### config.mk
export PLATFORM = sky130hd
export DESIGN_NAME = spi_cfg_regs
export DESIGN_NICKNAME = d
export VERILOG_FILES = /design/src/rtl/spi_cfg_regs.sv
export SDC_FILE = /design/constraint.sdc
export NUM_CORES = 1
export LEC_CHECK = 0
export ABC_AREA = 0
export CORE_MARGIN = 3
export CORE_UTILIZATION = 55
export DETAILED_ROUTE_END_ITERATION = 10
export MAX_ROUTING_LAYER = met4
export PLACE_DENSITY = 0.86
export SYNTH_ARGS = -nofsm -noshare
export SYNTH_HDL_FRONTEND = slang
export SYNTH_SLANG_ARGS = --single-unit
export TNS_END_PERCENT = 10
### constraint.sdc
create_clock -name clk -period 2.18 [get_ports clk]
set_input_delay 0.545 -clock clk [delete_from_list [all_inputs] [get_ports clk]]
set_output_delay 0.545 -clock clk [all_outputs]
set_load 0.02 [all_outputs]
### src/rtl/spi_cfg_regs.sv
// SPI configuration slave: auto-incrementing byte writes into a shadow register file,
// committed atomically to cfg at end of frame. Optional readback: define SPI_CFG_READBACK_EN.
module spi_cfg_regs #(
    parameter int NUM_REGS = 12,
    parameter int ADDR_W   = 4,
    parameter int SYNC_FF  = 2
) (
    input  logic                  clk,
    input  logic                  rst_n,
    input  logic                  sclk,
    input  logic                  mosi,
    input  logic                  nss,
    output logic                  miso,
    output logic [NUM_REGS*8-1:0] cfg,
    output logic                  cfg_valid,
    output logic                  trig,
    output logic                  mute,
    output logic                  frame_err
);

    typedef enum logic [1:0] {IDLE, CMD, DATA, COMMIT} state_t;

    localparam logic [ADDR_W-1:0] LAST_ADDR = ADDR_W'(NUM_REGS - 1);
    localparam logic [ADDR_W:0]   REGS_LIM  = (ADDR_W + 1)'(NUM_REGS);

    state_t               state_q, state_d;
    logic [SYNC_FF-1:0]   sclk_sync_q, mosi_sync_q, nss_sync_q;
    logic                 sclk_prev_q;
    logic                 armed_q, armed_d;
    logic [2:0]           bit_cnt_q, bit_cnt_d;
    logic [6:0]           shift_q, shift_d;
    logic [ADDR_W-1:0]    addr_q, addr_d;
    logic                 trig_req_q, trig_req_d;
    logic                 rd_q, rd_d;
    logic                 range_bad_q, range_bad_d;
    logic                 err_frame_q, err_frame_d;
    logic [7:0]           shadow_q [NUM_REGS];
    logic [7:0]           shadow_d [NUM_REGS];
    logic [7:0]           cfg_q    [NUM_REGS];
    logic [7:0]           cfg_d    [NUM_REGS];
    logic                 cfg_valid_q, cfg_valid_d;
    logic                 trig_q, trig_d;
    logic                 mute_q, mute_d;
    logic                 frame_err_q, frame_err_d;

    logic                 sclk_s, mosi_s, nss_s;
    logic                 sclk_rise, sclk_fall;
    logic [7:0]           byte_in;
    logic                 byte_done;
    logic [ADDR_W-1:0]    cmd_addr;

    assign sclk_s    = sclk_sync_q[SYNC_FF-1];
    assign mosi_s    = mosi_sync_q[SYNC_FF-1];
    assign nss_s     = nss_sync_q[SYNC_FF-1];
    assign sclk_rise = sclk_s & ~sclk_prev_q;
    assign sclk_fall = ~sclk_s & sclk_prev_q;
    assign byte_in   = {shift_q, mosi_s};
    assign cmd_addr  = byte_in[ADDR_W-1:0];
    assign byte_done = sclk_rise && !nss_s && (bit_cnt_q == 3'd7)
                       && ((state_q == CMD) || (state_q == DATA));

    function automatic logic [ADDR_W-1:0] next_addr(input logic [ADDR_W-1:0] a);
        return (a == LAST_ADDR) ? '0 : a + ADDR_W'(1);
    endfunction

    // nss sync chain resets low so a frame already in progress at reset release
    // never looks like a fresh nss fall; armed_q waits for nss to be seen high.
    always_ff @(posedge clk or negedge rst_n) begin
        if (!rst_n) begin
            sclk_sync_q <= '0;
            mosi_sync_q <= '0;
            nss_sync_q  <= '0;
            sclk_prev_q <= 1'b0;
            state_q     <= IDLE;
            armed_q     <= 1'b0;
            bit_cnt_q   <= '0;
            shift_q     <= '0;
            addr_q      <= '0;
            trig_req_q  <= 1'b0;
            rd_q        <= 1'b0;
            range_bad_q <= 1'b0;
            err_frame_q <= 1'b0;
            shadow_q    <= '{default: '0};
            cfg_q       <= '{default: '0};
            cfg_valid_q <= 1'b0;
            trig_q      <= 1'b0;
            mute_q      <= 1'b0;
            frame_err_q <= 1'b0;
        end else begin
            sclk_sync_q <= {sclk_sync_q[SYNC_FF-2:0], sclk};
            mosi_sync_q <= {mosi_sync_q[SYNC_FF-2:0], mosi};
            nss_sync_q  <= {nss_sync_q[SYNC_FF-2:0], nss};
            sclk_prev_q <= sclk_s;
            state_q     <= state_d;
            armed_q     <= armed_d;
            bit_cnt_q   <= bit_cnt_d;
            shift_q     <= shift_d;
            addr_q      <= addr_d;
            trig_req_q  <= trig_req_d;
            rd_q        <= rd_d;
            range_bad_q <= range_bad_d;
            err_frame_q <= err_frame_d;
            shadow_q    <= shadow_d;
            cfg_q       <= cfg_d;
            cfg_valid_q <= cfg_valid_d;
            trig_q      <= trig_d;
            mute_q      <= mute_d;
            frame_err_q <= frame_err_d;
        end
    end

    always_comb begin
        state_d     = state_q;
        armed_d     = armed_q | nss_s;
        bit_cnt_d   = bit_cnt_q;
        shift_d     = shift_q;
        addr_d      = addr_q;
        trig_req_d  = trig_req_q;
        rd_d        = rd_q;
        range_bad_d = range_bad_q;
        err_frame_d = err_frame_q;
        shadow_d    = shadow_q;
        cfg_d       = cfg_q;
        cfg_valid_d = 1'b0;
        trig_d      = 1'b0;
        mute_d      = ~nss_s & armed_q;
        frame_err_d = frame_err_q;

        if (nss_s || (state_q == IDLE) || (state_q == COMMIT)) begin
            bit_cnt_d = '0;
        end else if (sclk_rise) begin
            bit_cnt_d = bit_cnt_q + 3'd1;
            shift_d   = byte_in[6:0];
        end

        case (state_q)
            IDLE: begin
                if (armed_q && !nss_s) begin
                    state_d     = CMD;
                    err_frame_d = 1'b0;
                    range_bad_d = 1'b0;
                    trig_req_d  = 1'b0;
                    rd_d        = 1'b0;
                end
            end
            CMD: begin
                if (nss_s) begin
                    state_d     = IDLE;
                    frame_err_d = 1'b1;
                end else if (byte_done) begin
                    state_d    = DATA;
                    trig_req_d = byte_in[7];
`ifdef SPI_CFG_READBACK_EN
                    rd_d       = byte_in[6];
`else
                    rd_d       = 1'b0;
`endif
                    addr_d     = cmd_addr;
                    if ({1'b0, cmd_addr} >= REGS_LIM) begin
                        range_bad_d = 1'b1;
                        err_frame_d = 1'b1;
                    end
                end
            end
            DATA: begin
                // Commit on nss rise; any partial trailing byte is dropped but flagged.
                if (nss_s) begin
                    state_d     = COMMIT;
                    cfg_d       = shadow_q;
                    cfg_valid_d = 1'b1;
                    trig_d      = trig_req_q;
                    frame_err_d = err_frame_q | (bit_cnt_q != 3'd0);
                end else if (byte_done) begin
                    if (!rd_q && !range_bad_q) begin
                        for (int i = 0; i < NUM_REGS; i++) begin
                            if (addr_q == ADDR_W'(i)) shadow_d[i] = byte_in;
                        end
                    end
                    addr_d = next_addr(addr_q);
                end
            end
            COMMIT: state_d = IDLE;
            default: state_d = IDLE;
        endcase
    end

`ifdef SPI_CFG_READBACK_EN
    logic       miso_q, miso_d;
    logic [7:0] tx_q, tx_d;
    logic [7:0] rb_byte;

    always_ff @(posedge clk or negedge rst_n) begin
        if (!rst_n) begin
            miso_q <= 1'b0;
            tx_q   <= '0;
        end else begin
            miso_q <= miso_d;
            tx_q   <= tx_d;
        end
    end

    // A fall with bit count 0 starts a new byte: load the live register at addr.
    always_comb begin
        rb_byte = 8'h00;
        for (int i = 0; i < NUM_REGS; i++) begin
            if (addr_q == ADDR_W'(i)) rb_byte = cfg_q[i];
        end
        miso_d = 1'b0;
        tx_d   = tx_q;
        if ((state_q == DATA) && rd_q && !nss_s) begin
            miso_d = miso_q;
            if (sclk_fall) begin
                if (bit_cnt_q == 3'd0) begin
                    miso_d = rb_byte[7];
                    tx_d   = {rb_byte[6:0], 1'b0};
                end else begin
                    miso_d = tx_q[7];
                    tx_d   = {tx_q[6:0], 1'b0};
                end
            end
        end
    end

    assign miso = miso_q;
`else
    assign miso = 1'b0;
`endif

    for (genvar g = 0; g < NUM_REGS; g++) begin : g_cfg
        assign cfg[8*g +: 8] = cfg_q[g];
    end

    assign cfg_valid = cfg_valid_q;
    assign trig      = trig_q;
    assign mute      = mute_q;
    assign frame_err = frame_err_q;

endmodule
[Word level (Yosys, flattened, before mapping)]
Cells that the tools add are included.
Word-level totals
  bits in read-only memories: 0
  bits in latches: 0
  word-level logic and storage cells: 141
  memory bits (writable): 0
  output and inout port bits: 101
  input bits: 5
  memories: 0
  register bits after elaboration: 223
Cells by class
  bitwise operators: 7
  equal/unequal tests: 24
  shifts and indexed selects: 0
  add/subtract/negate cells: 2
  multiplexer cells: 31
  magnitude comparators: 1
  divide/modulo/power cells: 0
  multipliers: 0
  reduce and logical (&&, ||, !) cells: 36
Operator list (count)
  $reduce_and A5 Y1: 14
  $mux W4: 5
  $eq A4 B3 Y1 const B: 4
  $eq A4 B4 Y1 const B: 4
  $mux W1: 14
  $ne A2 B2 Y1 const B: 6
  $eq A4 B2 Y1 const B: 2
  $mux W2: 4
  $pmux W1 S2: 4
  $pmux W2 S4: 1
  $pmux W4 S2: 1
  $mux W3: 2
  $reduce_and A3 Y1: 2
  $reduce_bool A2 Y1: 3
  $logic_and A1 B1 Y1: 5
  $add A4 B1 Y4 const B: 1
  $eq A2 B2 Y1 const B: 2
  $eq A4 B1 Y1 const B: 1
  $ge A4 B4 Y1 const B: 1
  $logic_not A4 Y1: 1
  $ne A2 B1 Y1 const B: 2
  $reduce_and A2 Y1: 2
  $reduce_and A4 Y1: 1
  $add A3 B1 Y3 const B: 1
  other kinds (10): 18

[Longest topological paths before layout]
Gate-level depths: netlist of run 1.
  depth in word-level cells: 8
  mapped depth: 7
  mapped depth without buffers: 6

[Worst setup path before layout of run 1]
OpenSTA, ideal clock, no wires.
  path type: reg2reg
  start point: register state_q[0]
  end point: register shadow_q[32] in the netlist's numbering
  slack: 0.268 ns
  arrival time: 1.787 ns
  clock period less this slack: 1.912 ns
  cell stages (with the launch flop): 7
  cells stage by stage: dfrtp_1 inv_1 ha_1 nor2b_1 buf_4 nand4_2 mux2_2
Between the ends
  cells in the longest elaborated chain, start to end: 4
  elaborated cells between the ends (all ways): 5
  those cells by class: eq/ne: 2; reduce/logical: 3
RTL lines
  start: declaration: line 26  | state_t state_q, state_d;
  start signal: assignment: line 94  | state_q <= state_d;
  $eq A2 B1 Y1 or $eq A2 B2 Y1 (tied branches): line 60, 136
  $logic_or A1 B1 Y1: line 60  | && ((state_q == CMD) || (state_q == DATA));
  $logic_and A1 B1 Y1: line 60
  $reduce_and A5 Y1 (no source line) (*)
  end signal: assignment: line 103  | shadow_q <= shadow_d;
  end: declaration: line 37  | logic [7:0] shadow_q [NUM_REGS];
Every way passes the cells marked *; elsewhere a longest branch is shown, timed or not.
A chain may end at the register's enable or synchronous reset.

[Final worst setup path of run 1]
  start point: register state_q[0]
  end point: register shadow_q[45] in the netlist's numbering
Same word-level chain as after synthesis.

==> results of run 1 <==
[layer usage]
layer | global-route usage (%) | vias up
met2 | 35.0 | 147
li1 | - | 2169
met4 | 5.08 | 0
met3 | 3.89 | 35
met5 | - | -
met1 | 29.6 | 2596
[worst min-delay path by stage]
| stage | startpoint | end | slack, ns | cells past startpoint |
|---|---|---|---|---|
| finish | rst_n | cfg[16] | -0.03 | 1 |
| global route | rst_n | shadow_q[6] | 0.04 | 1 |
| CTS | rst_n | shadow_q[8] | 0.02 | 1 |
| detailed placement | nss_sync_q[0] | nss_sync_q[1] | 0.33 | 0 |
| global placement | sclk_sync_q[0] | sclk_sync_q[1] | 0.34 | 0 |
| floorplan | rst_n | asynchronous set/reset pin | 0.25 | 0 |
[stage by stage]
stage | worst slack (ns) | hold WS [ns] | cells | util [%]
3_3_place_gp | 0.208 | 0.337 | 847 | 65.5
6_report | 0.0589 | -0.0281 | 883 | 70.4
5_1_grt | -0.0173 | 0.0372 | 883 | 70.4
2_1_floorplan | 0.268 | 0.249 | 548 | -
3_5_place_dp | 0.0650 | 0.335 | 847 | 65.5
4_1_cts | 0.0588 | 0.0151 | 883 | 70.1
[worst max-delay path, cell delays in order (launching register included)]
cell	delay, ns
dfrtp_1	0.45
inv_1	0.12
ha_1	0.33
and4b_1	0.25
buf_12	0.20
nand4_2	0.28
mux2_2	0.37
[layout make-up]
class                      instances  area (um^2)  area share [%]
sequential                       222         5560            51.3
multi-input combinational        287         3020            27.9
timing repair buffer             117         1230            11.4
clock buffer                      29          617            5.70
tap                              211          264            2.44
clock inverter                     7         98.8           0.913
inverter                          10         38.8           0.358
[repair_timing]
| item | in CTS | in global routing |
|---|---|---|
| gates resized for setup | 0 | 5 |
| endpoints found under the setup margin | 0 | 33 |
| endpoints found under the hold margin | 0 | 0 |
[state kept, by name, summed over array words and instances, names as in the netlist, 2 cells and up, named ones only]
register     cells
cfg             96
shadow_q        96
shift_q          7
addr_q           4
bit_cnt_q        3
mosi_sync_q      2
nss_sync_q       2
sclk_sync_q      2
[cells in the final DEF, fill, tap and decap left out, types with 2 or more instances in the layout]
cell | netlist | final
nor2b_1 | 4 | 3
nor2_1 | 10 | 10
clkbuf_16 | 0 | 22
o21ai_0 | 3 | 3
clkinv_2 | 0 | 4
nand2_1 | 6 | 6
a21oi_1 | 12 | 12
mux2_2 | 199 | 199
bufinv_16 | 0 | 2
a31oi_1 | 4 | 4
buf_4 | 3 | 6
clkdlybuf4s50_1 | 0 | 103
clkbuf_1 | 18 | 3
buf_12 | 1 | 7
clkbuf_8 | 0 | 4
ha_1 | 12 | 12
nand4_4 | 6 | 11
nor2b_2 | 1 | 2
nand2b_1 | 4 | 4
inv_1 | 9 | 9
mux2i_1 | 4 | 4
o22ai_1 | 2 | 2
dfrtp_1 | 222 | 222
[report_power, final]
group / leakage (nW) / switching, W / internal, W / total [W]
sequential: 3.06 / 0.000368 / 0.00419 / 0.00456
clock: 0.350 / 0.00151 / 0.00222 / 0.00373
combinational: 1.94 / 0.000219 / 0.000153 / 0.000372
[cell families (layout without fill, tap and decap cells)]
logic type	Yosys count	in the layout	share of synthesized area [%]
AO/OA/AOI/OAI	24	24	1.59
XOR/XNOR	1	1	0.101
adder cells (fa/ha/maj)	12	12	1.72
buffers and inverters	39	163	2.14
flip-flops	222	222	63.8
multiplexers	203	203	26.2
other	1	1	0.0430
AND/OR/NAND/NOR	46	46	4.45
==> flow_summary.yaml, run 1 <==
global_route:
  grt_pass1_wl_um: 30000
  grt_max_degree: 65
  grt_pass1_vias: 5425
  gr-total-overflow: 0
  grt_usage_pct: 21.8
  grt_antenna_before_repair: 0
drt:
  vias_per_cell: 5.60
  met3_length_um: 817
  routed-via-count: 4947
  dr_wl_met2_um: 8940
  drc: 0
  met1_length_um: 8090
  dr.pass1.iters: 4
  wire_per_inst_um: 20.5
  totalWireLength_um: 18100
  drt_iter0_drc: 244
  top_layer: "met4"
  route.antenna.remaining_nets: 0
pwr:
  finalPower_w: 0.00866
  irDropWorstVdd_mv: 0.467
  power_density_mw_per_mm2: 800
  p_leak_nw: 5.35
placed_design:
  io_buffer_count: 104
  place_area_mm2: 0.0101
  hpwl_um: 11600
  gp_congestion: 0.776
die:
  die_h_um: 132
  num_io_pins: 106
  fp.dieW_um: 132
  start_util_pct: 56.7
  core_mm2: 0.0154
  row_count: 45
  dieArea_mm2: 0.0174
synthesis:
  synth_top_cells_by_count: "222 x dfrtp_1, 199 x mux2_2, 18 x clkbuf_1"
  synth_edf_count: 0
  async_flop_share_pct: 100
  synth_cell_types: 37
  synth_seq_cells: 222
  synth_top_area_share_pct: 63.8
  syn_area_mm2: 0.00871
  synth_area_leader_cell: "dfrtp_1"
  avgSynthCellArea_um2: 15.9
  syn_inst: 548
  yosys_warnings: 0
  synth.area.top_cells: "dfrtp_1 64%, mux2_2 26%, ha_1 1.7%, nand4_4 1.5%, nand4_2 0.86%"
  syn-num-nets: 565
  ys.flop_type: "dfrtp_1"
  synthMostInstantiatedCell: "dfrtp_1"
  yosysSeqAreaShare_pct: 63.8
worst_setup_path:
  rrSetupSlack_ns: 0.06
  r2r-end: "shadow_q[45]"
  crit_required_ns: 2.56
  crit_path_start: "state_q[0]"
  r2r-start: "state_q[0]"
  crit_path_start_kind: "flip-flop"
  r2r_cells: 6
  arrival_ns: 2.50
  end_kind: "flip-flop"
  cp-endpoint: "shadow_q[45]"
  crit_fanout: 16
  worstSetupPathType: "flip-flop to flip-flop"
clocking:
  cts.htree.levels: 1
  cts_tree: "built"
  cts_buffer_depth: 3
  cts_buffers: 22
  cts_hold_buf: 0
  cts.sinks: 222
  clock_latency_ns: 0.50
  cts_setup_buffers: 0
  cts_root_buf: "clkbuf_16"
  clk_pin_slew_ns: 0.06
sta:
  period_needed_ns: 2.12
  tns_ns: 0
  fin_crit_sh_pct: 97.3
  fmax_ghz: 0.471
  tightestPinTransition_ns: 0.842
  relSlewSlack_pct: 43.7
  hold_viol_final: 12
  skew_ns: 0.0132
  whs_ns: -0.0281
  rsz0062_at_grt: "yes"
  setup_violations: 0
  drv_slew: 0
finish:
  fin_nets: 677
  fillers: 971
  drive_above_1_share_pct: 39.1
  area_delta_synth_final_pct: 24.2
  design_area_mm2: 0.0108
  n_antenna_cell: 0
worst_hold_path:
  hp-class: "input pin to asynchronous set/reset pin"
run:
  drv_cap: 0
run_status:
  violations: "hold timing"
  outcome: "finished with violations"
No activity file was read; power rests on OpenSTA's default activity.
==> inputs of run 2 (changes only) <==
SKIP_LAST_GASP = 1   (was default)
==> flow_summary.yaml, run 2 (same netlist as run 1, synthesis figures left out) <==
clocking:
  cts_buffers: 22
  clock_latency_ns: 0.50
  cts.htree.levels: 1
  cts_buffer_depth: 3
  cts_root_buf: "clkbuf_16"
  cts_tree: "built"
  cts_setup_buffers: 0
  cts.sinks: 222
  clk_pin_slew_ns: 0.06
  cts_hold_buf: 0
finish:
  instances_no_fill: 883
  final_util_pct: 70.2
  multiInputGateArea_mm2: 0.00298
  ff_latch_area_mm2: 0.00556
  fillers: 977
  final_cell_mix: "222 x dfrtp_1, 199 x mux2_2, 103 x clkdlybuf4s50_1"
  area_delta_synth_final_pct: 23.8
  drive_above_1_share_pct: 39.1
  fin_nets: 677
  n_antenna_cell: 0
  final_common_cell: "dfrtp_1"
run:
  drv_cap: 0
sta:
  fin_crit_sh_pct: 97.4
  fmax_ghz: 0.471
  rsz0062_at_grt: "yes"
  relSlewSlack_pct: 46.6
  period_needed_ns: 2.12
  hold_viol_final: 6
  setup_ws_ns: 0.0567
  whs_ns: -0.0155
  skew_ns: 0.0145
  tightestPinTransition_ns: 0.801
  setup_violations: 0
  drv_slew: 0
global_route:
  grt_usage_pct: 21.8
  gr-total-overflow: 0
  grt_antenna_before_repair: 0
  grt_pass1_vias: 5425
  grt_pass1_wl_um: 30000
  grt_use_met3_pct: 3.89
  gr-usage-met1_pct: 29.6
  top_usage_layer: "met2"
  grt_max_degree: 65
  globalRouteMet2Util_pct: 35.0
placed_design:
  dp_slack_ns: 0.0650
  io_buffer_count: 104
  dpl.cell_count: 847
  gp_congestion: 0.776
  hpwl_um: 11600
worst_setup_path:
  crit_buf_inv: 2
  cp_top_family: "simple AND/OR/NAND/NOR gates"
  crit_required_ns: 2.55
  crit_path_start_kind: "flip-flop"
  worstSetupPathType: "flip-flop to flip-flop"
  crit_fanout: 16
  arrival_ns: 2.50
  cpMaxStageDelayCell: "dfrtp_1"
  slowest_delay_ns: 0.44
  end_kind: "flip-flop"
  crit_chain: "inv_1 > ha_1 > and4b_1 > buf_12 > nand4_2 > mux2_2"
pwr:
  power_density_mw_per_mm2: 802
  irDropWorstVdd_mv: 0.462
  finalPower_w: 0.00865
  p_leak_nw: 5.35
die:
  die_h_um: 132
  row_count: 45
  start_util_pct: 56.7
  num_io_pins: 106
  dieArea_mm2: 0.0174
  fp.dieW_um: 132
  core_mm2: 0.0154
run_status:
  outcome: "finished with violations"
  violations: "hold timing"
drt:
  dr.pass1.iters: 4
  routed-via-count: 4943
  wire_per_inst_um: 20.5
  drc: 0
  vias_per_cell: 5.60
  totalWireLength_um: 18100
  route.antenna.remaining_nets: 0
  drt_iter0_drc: 227
worst_hold_path:
  hp-class: "input pin to asynchronous set/reset pin"
## run 2: cell type report
class / count / share of cell area [%]
Timing Repair Buffer: 117 / 11.4
Tap cell: 211 / 2.45
Multi-Input combinational cell: 287 / 27.6
Clock inverter: 7 / 0.916
Clock buffer: 29 / 5.72
Inverter: 10 / 0.360
Sequential cell: 222 / 51.5
## run 2: final timing paths
kind,startpoint,to,slack (ns),cells after the start
min in group clk,nss_sync_q[0],nss_sync_q[1],0.35,0
hold reg to reg,nss_sync_q[0],nss_sync_q[1],0.35,0
hold / removal,rst_n,cfg[16],-0.02,1
setup reg to reg,state_q[0],shadow_q[33],0.06,6
setup / recovery,state_q[0],shadow_q[33],0.06,6
max in group asynchronous,rst_n,cfg[44],1.54,2
## run 2: worst reg2reg max path, stage by stage, from the launching register on
cell and delay, ns:
dfrtp_1 0.44, inv_1 0.12, ha_1 0.33, and4b_1 0.25
buf_12 0.19, nand4_2 0.30, mux2_2 0.37
## run 2: repair_timing
action,in CTS,in global routing
gates resized for setup,0,1
endpoints found under the hold margin,0,0
setup endpoints to repair,0,33
## run 2: report_power, final
part / switching (W) / internal, W
Combinational: 0.000218 / 0.000153
Clock: 0.00150 / 0.00222
Sequential: 0.000365 / 0.00419
## run 2: metrics by stage
stage | TNS (ns) | area, um^2 | hold slack [ns]
after floorplan | 0 | 8710 | 0.249
after global placement | 0 | 10100 | 0.337
after detailed placement | 0 | 10100 | 0.335
after CTS | 0 | 10800 | 0.0151
after global routing | -0.549 | 10800 | 0.0372
final | 0 | 10800 | -0.0155
## run 2: per-layer routing
metal | vias to the layer above | share of wire [%]
li1 | 2157 | -
met1 | 2605 | 44
met2 | 146 | 49
met3 | 35 | 5.3
met4 | 0 | 1.9
met5 | - | 0
